$ cat src/rtl/inst_loader.sv
// inst_loader: loads a length-prefixed byte stream into instruction memory, holding the core in reset until done.
// Optional trailing XOR checksum byte when INST_LOADER_CHECKSUM_EN is defined.
module inst_loader #(
    parameter logic [31:0] BASE_ADDR = 32'h0000_0000,
    parameter int          ADDR_STEP = 4,
    parameter int          MAX_WORDS = 256
) (
    input  logic        clk,
    input  logic        rst,
    input  logic        start,
    input  logic [7:0]  byte_in,
    input  logic        byte_valid,
    output logic        byte_ready,
    output logic [31:0] Inst_addr_load,
    output logic [31:0] Inst_load,
    output logic        load_en,
    output logic        cpu_rst_n,
    output logic        busy,
    output logic        done,
    output logic        error
);
    typedef enum logic [2:0] {
        IDLE,
        LEN_LO,
        LEN_HI,
        DATA,
        WRITE,
        DONE,
`ifdef INST_LOADER_CHECKSUM_EN
        ERROR,
        CHECK
`else
        ERROR
`endif
    } state_t;

    localparam logic [15:0] L_MAX  = 16'(MAX_WORDS);
    localparam logic [31:0] L_STEP = 32'(ADDR_STEP);
`ifdef INST_LOADER_CHECKSUM_EN
    localparam state_t S_FIN = CHECK;
`else
    localparam state_t S_FIN = DONE;
`endif

    state_t      r_state, w_next;
    logic [15:0] r_len, r_idx;
    logic [1:0]  r_bidx;
    logic [31:0] r_word;
    logic        w_xfer, w_start, w_chk;
    logic [15:0] w_len, w_idx_inc;
    logic [31:0] w_word;
`ifdef INST_LOADER_CHECKSUM_EN
    logic [7:0]  r_sum;
    assign w_chk = (w_next == CHECK);
`else
    assign w_chk = 1'b0;
`endif

    assign w_xfer    = byte_valid && byte_ready;
    assign w_start   = start && (r_state == IDLE || r_state == DONE || r_state == ERROR);
    assign w_len     = {byte_in, r_len[7:0]};
    assign w_idx_inc = r_idx + 16'd1;
    assign w_word    = {byte_in, r_word[31:8]};

    always_ff @(posedge clk or posedge rst)
        if (rst) r_state <= IDLE;
        else     r_state <= w_next;

    always_comb begin
        w_next = r_state;
        case (r_state)
            IDLE, DONE, ERROR: if (start) w_next = LEN_LO;
            LEN_LO: if (w_xfer) w_next = LEN_HI;
            LEN_HI: if (w_xfer) begin
                if (w_len == 16'd0)     w_next = S_FIN;
                else if (w_len > L_MAX) w_next = ERROR;
                else                    w_next = DATA;
            end
            DATA: if (w_xfer && r_bidx == 2'd3) w_next = WRITE;
            WRITE: begin
                if (w_idx_inc == r_len) w_next = S_FIN;
                else                    w_next = DATA;
            end
`ifdef INST_LOADER_CHECKSUM_EN
            CHECK: if (w_xfer) begin
                if (byte_in == r_sum) w_next = DONE;
                else                  w_next = ERROR;
            end
`endif
            default: w_next = IDLE;
        endcase
    end

    // Outputs are registered from the next state so they line up with the state they describe.
    always_ff @(posedge clk or posedge rst) begin
        if (rst) begin
            r_len          <= '0;
            r_idx          <= '0;
            r_bidx         <= '0;
            r_word         <= '0;
`ifdef INST_LOADER_CHECKSUM_EN
            r_sum          <= '0;
`endif
            byte_ready     <= 1'b0;
            Inst_addr_load <= BASE_ADDR;
            Inst_load      <= '0;
            load_en        <= 1'b0;
            cpu_rst_n      <= 1'b0;
            busy           <= 1'b0;
            done           <= 1'b0;
            error          <= 1'b0;
        end else begin
            if (w_start) begin
                r_idx  <= '0;
                r_bidx <= '0;
`ifdef INST_LOADER_CHECKSUM_EN
                r_sum  <= '0;
`endif
            end
            if (r_state == LEN_LO && w_xfer) r_len[7:0]  <= byte_in;
            if (r_state == LEN_HI && w_xfer) r_len[15:8] <= byte_in;
            if (r_state == DATA && w_xfer) begin
                r_word <= w_word;
                r_bidx <= r_bidx + 2'd1;
`ifdef INST_LOADER_CHECKSUM_EN
                r_sum  <= r_sum ^ byte_in;
`endif
                if (r_bidx == 2'd3) begin
                    Inst_load      <= w_word;
                    Inst_addr_load <= BASE_ADDR + {16'd0, r_idx} * L_STEP;
                end
            end
            if (r_state == WRITE) r_idx <= w_idx_inc;
            byte_ready <= w_next == LEN_LO || w_next == LEN_HI || w_next == DATA || w_chk;
            load_en    <= w_next == WRITE;
            busy       <= !(w_next == IDLE || w_next == DONE || w_next == ERROR);
            done       <= w_next == DONE;
            error      <= w_next == ERROR;
            cpu_rst_n  <= w_next == DONE;
        end
    end
endmodule

$ cat config.mk
export PLATFORM = sky130hd
export DESIGN_NAME = inst_loader
export DESIGN_NICKNAME = d
export VERILOG_FILES = /design/src/rtl/inst_loader.sv
export SDC_FILE = /design/constraint.sdc
export NUM_CORES = 1
export LEC_CHECK = 0
export ABC_AREA = 1
export BUFFER_PORTS_ARGS = -buffer_cell sky130_fd_sc_hd__buf_4
export CELL_PAD_IN_SITES_DETAIL_PLACEMENT = 0
export CELL_PAD_IN_SITES_GLOBAL_PLACEMENT = 1
export CORE_UTILIZATION = 38
export CTS_BUF_LIST = sky130_fd_sc_hd__clkbuf_16
export CTS_CLUSTER_DIAMETER = 120
export DETAILED_ROUTE_END_ITERATION = 10
export GPL_TIMING_DRIVEN = 0
export PLACE_DENSITY_LB_ADDON = 0.1
export SLEW_MARGIN = 25
export SYNTH_ARGS = -nofsm -noshare
export SYNTH_HDL_FRONTEND = slang
export SYNTH_SLANG_ARGS = --single-unit
export TNS_END_PERCENT = 30
$ cat constraint.sdc
create_clock -name clk -period 3.17 [get_ports clk]
set_input_delay 0.1585 -clock clk [delete_from_list [all_inputs] [get_ports clk]]
set_output_delay 0.1585 -clock clk [all_outputs]
set_load 0.1 [all_outputs]
==> out/summary.md, run 1 <==
The run finished with clean final reports. The worst setup path is launched from a flop. The most used flip-flop cell after synthesis is dfrtp_1. The start of the worst register-to-register path is r_state[1]$_DFF_PP0_. The run gives 17 as the number of buffers added by the clock tree synthesis step.

The pre-CTS setup slack was 750 ps. TritonCTS built the clock tree. The die area was 14700 µm². For this configuration, the core starts out at a cell density of 39.0%. The critical setup path kind was flop to flop. The DRC violation count after routing was 0. The total area inside the core boundary comes to 13900 µm². After clock tree synthesis, the clock-pin slew on the worst setup and hold paths is 50 ps.

The routed wire length on met3 was 515 µm; the number of hold buffers added after cts was 8. In this run the cell area of the synthesized design comes to 5410 µm². The endpoint identified for the worst register-to-register timing path is r_idx[14]$_DFFE_PP0P_.

In this run the worst path has a maximum fanout of 10. Number of antenna violations at the first check in global routing: 0. The number of detailed-routing iterations run before antenna repair is 4.

In this run, synthesis inferred 0 flip-flops with an integrated enable. The die is 121 µm wide. Excluding fillers, the count of instances in the completed layout stands at 962.

Endpoint class of the critical path: a flop. Summing internal, switching and leakage power gives 6.28 mW. The highest layer used for signal routing was met4. The final critical-path required period came out at 2390 ps.

Setup violations remaining at the end of the flow were counted as 0. Number of cells after detailed placement: 923. The floorplan has 43 rows.

Clock latency on the worst-skew pair, taken at its later pin, is 410 ps. The Yosys step of the flow raised 0 warnings. The most critical setup path has its startpoint at r_state[1]$_DFF_PP0_. In this run the static leakage power is 3.42 nW.

Max-slew violation count: 0. The final hold violation count is 0. Wires add up to 14600 µm.

Final weighted congestion in routability-driven placement: 0.852. After legalization and detailed placement, the total HPWL measured 10600 µm. Cells with a size suffix above 1 make up 17.8% of the layout. The slew of the pin with the lowest slew margin is 648 ps, and the total congestion overflow after global routing is 0. For the least setup slack across all paths after layout, the log shows 776 ps.

The highest clock rate is 418 MHz, and the post-detailed-route wirelength per cell is 15.1 µm. In the global route stage, overall resource usage came out at 21.3%. The ratio of routed vias to standard cells came out at 4.81.

In this run the worst setup path terminates at r_idx[14]$_DFFE_PP0P_. The largest vdd supply drop is 0.431 mV, and the via count is 4624. The tools report the pin count of the biggest net entering global routing as 32. The finished layout cell area was 6870 µm². In the detailed route, the total length drawn on met2 is 6790 µm.

Compared with the post-synthesis result, the final layout area differs by 27.0%. In this run the number of H-tree levels came out at 4. Across all register-to-register paths, the minimum setup slack is 780 ps.

The library cell used most frequently in the layout, excluding fill and tap cells, is nand2_1. The logs give 660 for the synthesized netlist cell count and 784 for the total number of nets in the final design. The cell depth of the worst flop-to-flop path is 7, and the floorplan die height is 121 µm.

Once the clock tree was built, the resizer swapped 0 gates to a different size. For the count of inserted antenna diode cells, the log shows 0. The sequential-to-total area share from yosys stat came out at 52.7%.

Power spread over the standard cell area amounts to 914 nW/µm². STA puts the critical path data required time at 3430 ps. Headroom to the max-slew limit came out at 56.7%. In the layout the commonest cells are 180 x nand2_1, 114 x dfrtp_1, 104 x o21ai_0. Data arrives at the worst endpoint at 2660 ps. The fraction of registers with async set or reset after synthesis was 100%; the worst clock skew was 7.51 ps.

Dividing the synthesized area by the synthesized cell count gives 8.20 µm². Total placed instance area: 6240 µm². The first global-routing pass estimated 23600 µm of wire. In the finished design, the share of the clock period the worst path needs comes to 75.5%. For the number of top-level pins, the log shows 82.

The total negative slack was 0 ps; the via count of the first global-routing pass was 4606. Counting along the longest clock path gives a buffer depth of 2. The tools report the sum of routed wire segments on met1 as 7090 µm. Setup repair after global routing left no endpoint under its margin. The tightest min-delay check is of the input pin to flop type. The number of distinct library cells after synthesis is 30.

The first-iteration detailed-routing DRC count was 297; the depth of the worst hold-timing path was 3. In this run the clock root is driven by a clkbuf_16. The synthesized design contains 114 register bits. Once detail routing completed, the nets flagged for antenna violations numbered 0. The post-CTS setup buffer count came out at 0.

During placement, the flow inserted port buffers numbering 65. Max-cap violations in this run came to 0. Counting every sink on the clock net gives 114.
==> kinds of logic (layout without fill, tap and decap cells) <==
family / after synthesis / count (layout) / share of synthesized area [%]
AOI/OAI and AO/OA: 117 / 117 / 11.2
DFF: 114 / 114 / 52.7
adders and majority gates: 2 / 2 / 0.462
xor gates and xnor gates: 1 / 1 / 0.416
and+or+nand+nor: 305 / 305 / 25.6
other: 1 / 16 / 0.0693
buffers and inverters: 120 / 227 / 9.53
==> worst min path at each step <==
stage	start	endpoint	slack (ps)
6_report	byte_in[7]	r_len[7]$_DFFE_PP0P_	150
5_1_grt	byte_in[7]	r_len[7]$_DFFE_PP0P_	160
4_1_cts	byte_in[7]	r_len[7]$_DFFE_PP0P_	140
3_5_place_dp	rst	Inst_addr_load[3]$_DFFE_PP0P_	290
3_3_place_gp	byte_in[2]	r_word[26]$_DFFE_PP0P_	390
2_1_floorplan	byte_in[0]	r_word[24]$_DFFE_PP0P_	280
==> Yosys cell counts (2+ instances only) <==
cell type | n | area share [%]
nand2_1 | 180 | 12
dfrtp_1 | 114 | 53
o21ai_0 | 104 | 9.6
inv_1 | 80 | 5.6
nand3_1 | 44 | 4.1
nor2_1 | 37 | 2.6
buf_4 | 17 | 2.4
clkbuf_1 | 15 | 1.0
nand4_1 | 15 | 1.7
nand2_2 | 8 | 0.93
o22ai_1 | 7 | 0.81
nand3_2 | 5 | 0.93
nor2_2 | 4 | 0.46
buf_1 | 3 | 0.21
nor2_4 | 3 | 0.62
a21oi_1 | 2 | 0.19
clkinv_1 | 2 | 0.14
ha_1 | 2 | 0.46
inv_2 | 2 | 0.14
nand3b_1 | 2 | 0.28
nor2_8 | 2 | 0.74
nor4_1 | 2 | 0.23
o21ai_2 | 2 | 0.32
o21bai_1 | 2 | 0.28
==> critical path: stages (launching register included) <==
cell and delay (ps):
dfrtp_1 370, inv_1 100, nand2_1 70, nor2_1 180, clkinv_1 400, nand2_1 420, clkbuf_1 530, o21ai_0 160
==> per-stage QoR <==
stage | utilization [%] | hold WS (ps)
floorplan | - | 279
global route | 49.5 | 161
detailed placement | 45.0 | 294
global placement | 44.5 | 386
finish | 49.5 | 151
CTS | 49.5 | 138
==> registers in the layout, summed over array words and instances (netlist names) <==
signal          count
Inst_addr_load     16
Inst_load          32
busy                1
byte_ready          1
done                1
error               1
load_en             1
r_bidx              2
r_idx              16
r_len              16
r_state             3
r_word             24
==> per-layer routing <==
| layer | vias up | track usage, % |
|---|---|---|
| li1 | 2309 | - |
| met1 | 2210 | 28.4 |
| met2 | 91 | 34.3 |
| met3 | 14 | 4.70 |
| met4 | 0 | 6.87 |
| met5 | - | 0 |
==> power by group <==
| group | internal [mW] | leakage (nW) | switching [mW] |
|---|---|---|---|
| Sequential | 1.85 | 1.52 | 0.275 |
| Combinational | 0.583 | 1.65 | 1.78 |
| Clock | 1.13 | 0.257 | 0.664 |
| Total | 3.56 | 3.42 | 2.71 |
==> layout make-up <==
| cell class | instances | area [µm²] |
|---|---|---|
| fillers | 1338 | 7010 |
| flip-flops and latches | 114 | 2850 |
| multi-input cells | 441 | 2100 |
| repair buffers | 76 | 628 |
| clock buffers | 17 | 425 |
| inverters | 84 | 319 |
| well taps | 180 | 225 |
| plain buffers | 36 | 200 |
| clock inverters | 14 | 123 |
Note: power is estimated with default switching activity, not from simulation.
==> inputs of run 2 (changes only) <==
CORE_UTILIZATION = 42   (was 38)
clock period = 2.51 ns   (was 3.17 ns; I/O delays follow)
==> run 2 against run 1 <==
Against the previous run: critical path depth increased by 3; sequential power increased by 25%; highest routed layer unchanged; worst hold slack got worse by 64 ps; setup slack got worse by 500 ps; critical path type unchanged.
==> out/summary.md, run 2 (synthesis results as in run 1) <==
The run finished with clean final reports. The floorplan has 41 rows. At the end of the flow, the number of nets in the layout was 785. For the global-route wire length before repair, the log shows 23100 µm.

The total negative slack came out at 0 ps. Top fanout value on the critical path: 10. The final hold violation count was 0; the count of input and output buffers was 65. Count of H-tree levels built during CTS: 4. By startpoint and endpoint, the worst setup path is classified as flop to flop.

For the residual antenna-violating net count after detailed routing, the log shows 0. Power spread over the standard cell area amounts to 1160 nW/µm². After clock tree synthesis, the setup repair step added 0 buffers. Counting stages on the worst path, the most repeated cell is inv_1. The placed wire-length estimate after detailed placement came out at 10400 µm.

The clock-pin transition on the worst setup and hold timing paths is 50 ps. TritonCTS built the clock tree. Hold timing on the final database bottoms out at a slack of 87.9 ps. For the via count of the first global-routing pass, the log shows 4485. Endpoint class of the critical path: a flop.

Timing would allow up to 447 MHz. In the routed design, unresolved DRC markers number 0. The tools report the data arrival time of the worst path as 2570 ps. Critical path data required time: 2840 ps. The longest clock path from root to sink contains 2 buffers. From left edge to right edge, the die measures 115 µm. The pre-antenna-repair detailed-routing pass consisted of 5 iterations. The largest registers in the layout are Inst_load (32), r_word (24).

The stage delay of the slowest cell on the critical path is 510 ps. The logs give 0 for the number of antenna violations at the first check in global routing and 14300 µm for the routed wire length. The largest delay contributor family on the critical path was buffers and inverters. Counting both buffers and inverters, the worst setup path holds a total of 5. The initial utilization of the core area, before any placement, comes to 43.0%.

The congestion estimate from routability-driven global placement came to 0.849. The signal on the critical path passes through ha_1 > inv_1 > nor2_1 > inv_1 > nor2_1 > inv_1 > clkbuf_1 > buf_1 > nand2_1 > o21ai_0. Setup violations remaining at the end of the flow were counted as 0. Summing over every cut layer, the via total after detailed routing is 4699. The tools report the number of top-level pins as 82. Setup repair after global routing left no endpoint under its margin. The fraction of final layout cells sized beyond drive strength 1 was 18.4%.

At the pin with the least slew margin, the transition time is 584 ps. Using the TritonRoute via totals, the vias-per-cell ratio works out to 4.92. The path category of the worst min-delay check is input pin to flop. The tools report the clock root buffer master as clkbuf_16. Post-detailed-route wirelength per cell: 14.9 µm. The floorplan step defined a core boundary enclosing 12600 µm². The worst slew margin relative to its limit is 61.1%.

The total of max-cap violations was 0. Clock latency on the worst-skew pair, taken at its later pin, is 420 ps. Inst_load holds more flip-flops than any other register. The number of antenna diodes in the final layout is 0.

The final critical-path required period is 2240 ps, and the max-slew violation count is 0. The floorplan step defined a die boundary enclosing 13300 µm². The library cell used most frequently in the layout, excluding fill and tap cells, is nand2_1. In the layout the commonest cells are 180 x nand2_1, 114 x dfrtp_1, 104 x o21ai_0. The first-iteration detailed-routing DRC count is 218.

In this run the static leakage power is 3.48 nW. In the global route stage, overall resource usage came out at 23.5%. The floorplan step set the die height to 115 µm. The logs give 8.04 ps for the worst clock skew and 17 for the number of buffers added by the clock tree synthesis step. From synthesis to final layout, the design area changed by 28.0%. CTS saw 114 sinks. Final cycle utilization of the critical path: 89.1%. The slowest stage of the critical path is the buf_1 cell. The largest vdd supply drop was 0.723 mV; the flip-flop count of the largest register after layout was 32. Entering global routing, the biggest net connects 32 pins. STA classifies the critical path startpoint as a flop. Summed over all layers, the global routing overflow is 0.
-- run 2: layer usage --
layer	global-route usage [%]	vias to the layer above	share of wire, %	wire [µm]
met5	0	-	0	0
met4	9.61	0	2.2	315
met1	31.1	2205	46	6490
met3	5.81	25	6.3	892
li1	-	2312	-	-
met2	36.9	157	46	6560
-- run 2: tightest hold or removal path, delay by kind of cell --
family,cells,cell delay [ps]
simple gates,3,230
buf+inv,1,110
-- run 2: final timing paths --
kind | from | to | slack (ps) | depth (start not counted)
max | r_bidx[0]$_DFFE_PP0P_ | Inst_addr_load[3]$_DFFE_PP0P_ | 270 | 10
min | start | r_bidx[1]$_DFFE_PP0P_ | 90 | 4
max reg2reg | r_bidx[0]$_DFFE_PP0P_ | Inst_addr_load[3]$_DFFE_PP0P_ | 270 | 10
min reg2reg | Inst_addr_load[5]$_DFFE_PP0P_ | Inst_addr_load[5]$_DFFE_PP0P_ | 480 | 2
max in group asynchronous | rst | Inst_load[27]$_DFFE_PP0P_ | 1350 | 6
min in group asynchronous | rst | Inst_addr_load[5]$_DFFE_PP0P_ | 300 | 3
-- run 2: timing repair --
action / in CTS / in global routing
hold buffers: 8 / 0
resized for setup: 0 / 2
endpoints found under the hold margin: 26 / 0
endpoints found under the setup margin: 0 / 10
-- run 2: report_power, final --
group	total [mW]	internal, mW	switching [mW]
logic	3.00	0.745	2.25
clock network	2.36	1.53	0.826
registers	2.67	2.34	0.333
total	8.03	4.61	3.41
-- run 2: final cells by class --
cell class	instances	area (µm²)
Inverter	84	319
Fill cell	1217	5640
Tap cell	172	215
Timing Repair Buffer	77	663
Clock buffer	17	425
Multi-Input combinational cell	441	2100
Sequential cell	114	2850
Clock inverter	14	150
Buffer	36	201
-- run 2: metrics by stage --
stage	total power [mW]	cells	utilization [%]	worst slack (ps)	cell area [µm²]
finish	8.03	955	55.1	273	6930
global route	8.53	955	55.1	61.3	6930
CTS	8.09	955	55.1	58.8	6920
detailed placement	5.68	916	49.9	76.9	6270
global placement	5.63	912	49.1	74.5	6170
floorplan	4.96	675	-	305	5470
==> inputs of run 3 (changes only) <==
clock period = 2.44 ns   (was 2.51 ns; I/O delays follow)
==> run 3 against run 2 <==
Against the previous run: register-to-register slack lost 90 ps; worst hold slack lost 5.8 ps; setup slack got worse by 89 ps; first-iteration DRC count grew 9.2%; clock skew is essentially flat; sequential share of layout area barely moved; sequential power increased by 3%; fmax decreased by 0.85%; combinational power up 2%; wire length decreased by 0.29%; critical path type unchanged; largest cell class unchanged; largest power group unchanged; highest routed layer unchanged.
==> out/summary.md, run 3 (synthesis results as in run 1) <==
The ratio of routed vias to standard cells works out to 4.92. The analysis attributes to cell leakage a power of 3.48 nW. The finished layout holds 954 standard cells, fillers aside. The number of antenna violations at the first check in global routing is 0. In the routed design, unresolved DRC markers number 0.

Global routing consumed, over all layers together, 23.4% of the routing resources. The number of top-level pins is 82. The longest clock path from root to sink contains 2 buffers.

The final layout contains routed wiring with a total length of 14200 µm. The count of input and output buffers works out to 65. The logs give 8.26 mW for the total power of the final layout and 238 for the first-iteration detailed-routing DRC count. The final critical-path required period is 2260 ps, and the logic gate share of total power is 37.2%. For this block, the via count after detailed routing is 4696. In the final layout, the registers with the most flip-flops are Inst_load (32), r_word (24).

After layout, the worst setup slack is 184 ps. In this run the power spent charging and discharging nets is 3.51 mW. The number of cells after detailed placement was 916; the number of detailed-routing iterations run before antenna repair was 6.

Path category of the worst min-delay check: input pin to flop. The via count of the first global-routing pass was 4488. The repair_antennas step left the layout with diodes totalling 0.

The worst path uses 92.5% of the clock period. The final hold violation count is 0. The critical path starts at r_bidx[0]$_DFFE_PP0P_. The tools report the clock root buffer master as clkbuf_16. The logs give 4.74 mW for the internal power component and 784 for the total number of nets in the final design. STA classifies the critical path endpoint as a flop. The die is 115 µm wide.

For the number of buffers added by the clock tree synthesis step, the log shows 17. For this configuration, the core starts out at a cell density of 43.0%. At the pin with the least slew margin, the transition time is 658 ps. The tightest hold path in the finished design has a slack of 82.1 ps. The top cell types in the final layout, fill and taps aside, are 180 x nand2_1, 114 x dfrtp_1, 104 x o21ai_0. Start of the worst register-to-register path: r_bidx[0]$_DFFE_PP0P_.

In this run the number of H-tree levels came out at 4. The clock-pin transition on the worst setup and hold timing paths was 50 ps; the data arrival time of the worst path was 2580 ps. The switching share of power was 42.6%.

The largest vdd supply drop was 0.746 mV; the finished layout cell area was 6920 µm². The worst slew margin relative to its limit was 56.0%. The flow ran to the end, and the final reports show no timing, DRC or antenna violations. The most common library cell in the layout ignoring fill and taps is nand2_1.

Of the total power, registers draw 33.3%. In this run the most critical hold path is launched from start. Critical setup path kind: flop to flop. Routability-driven placement finished with a final weighted congestion of 0.849.

At the worst endpoint, the required time is 2770 ps. The flip-flop count of the largest register after layout came out at 32. Cells fill 55.1% of the core in the end. Total negative slack: 0 ps.

Dividing the detail-routed wire length by the instance count gives 14.9 µm. Setup violations remaining at the end of the flow were counted as 0. For the placed wire-length estimate after detailed placement, the log shows 10400 µm. The logs give 41 for the number of rows created at floorplan and 0 for the residual antenna-violating net count after detailed routing. The total congestion overflow after global routing was 0; the die area was 13300 µm². The tools report the nature of the critical path startpoint as a flop. Derived from the worst setup path, the maximum achievable clock frequency is 443 MHz.

TritonCTS built the clock tree. The clock arrives with 8.01 ps of skew. The cell area power density is 1190 nW/µm², and the floorplan die height is 115 µm. The run gives 6.88 ps as the pre-CTS setup slack. Number of sinks driven by the clock tree: 114.

Compared with the post-synthesis result, the final layout area differs by 27.9%. The later-pin clock latency in the skew report is 420 ps, and the max-slew violation count is 0. The logs give 12600 µm² for the area of the placeable core and 6270 µm² for the total placed instance area.

Of the total power, the clock network draws 29.5%. The fraction of final layout cells sized beyond drive strength 1 came out at 18.4%. Setup repair after global routing left no endpoint under its margin. Entering global routing, the biggest net connects 32 pins. Global-route wire length before repair: 23100 µm. Register ranked first by flip-flop count: Inst_load. The top fanout value on the critical path works out to 10. The tools report the total of max-cap violations as 0.
-- run 3: changes by cell type in the layout (fill, tap and decap cells not counted), sizes merged --
cell / change
buf: -1
-- run 3: critical path: stages (launching register included) --
cell      delay (ps)
dfrtp_1          400
ha_1             210
inv_1             90
nor2_1            60
inv_1             50
nor2_1            50
inv_1            160
clkbuf_1         420
buf_1            510
nand2_1          100
o21ai_0          110
-- run 3: timing repair --
action                                  CTS  global route
endpoints found under the hold margin    26             0
resized for setup                         0             1
endpoints found under the setup margin    2             2
buffers inserted                          0             0
hold buffers                              8             0
-- run 3: layout make-up --
cell class / count / area (µm²)
fillers: 1216 / 5650
clock inverters: 14 / 150
well taps: 172 / 215
inverters: 84 / 319
plain buffers: 35 / 198
multi-input cells: 441 / 2100
flip-flops and latches: 114 / 2850
repair buffers: 77 / 663
clock buffers: 17 / 425
-- run 3: routing by layer --
| layer | GRT usage (%) | vias to the layer above | share of wire (%) |
|---|---|---|---|
| met5 | 0 | - | 0 |
| met1 | 30.9 | 2229 | 47 |
| met3 | 5.81 | 20 | 5.1 |
| li1 | - | 2311 | - |
| met4 | 9.61 | 0 | 2.0 |
| met2 | 36.7 | 136 | 46 |
-- run 3: power groups by stage --
stage | Combinational (mW) | Sequential (mW) | Clock [mW]
CTS | 3.09 | 2.75 | 2.47
global route | 3.37 | 2.81 | 2.58
detailed placement | 3.07 | 2.77 | 0
global placement | 3.03 | 2.76 | 0
finish | 3.07 | 2.75 | 2.43
floorplan | 1.35 | 3.75 | 0
-- run 3: path summary, 6_finish.rpt --
check,cells after the start,to,slack [ps]
max in group asynchronous,6,Inst_load[27]$_DFFE_PP0P_,1290
setup / recovery,10,Inst_addr_load[3]$_DFFE_PP0P_,180
hold / removal,4,r_bidx[1]$_DFFE_PP0P_,80
hold reg to reg,2,r_word[13]$_DFFE_PP0P_,480
min in group asynchronous,3,Inst_addr_load[5]$_DFFE_PP0P_,300
setup reg to reg,10,Inst_addr_load[3]$_DFFE_PP0P_,180
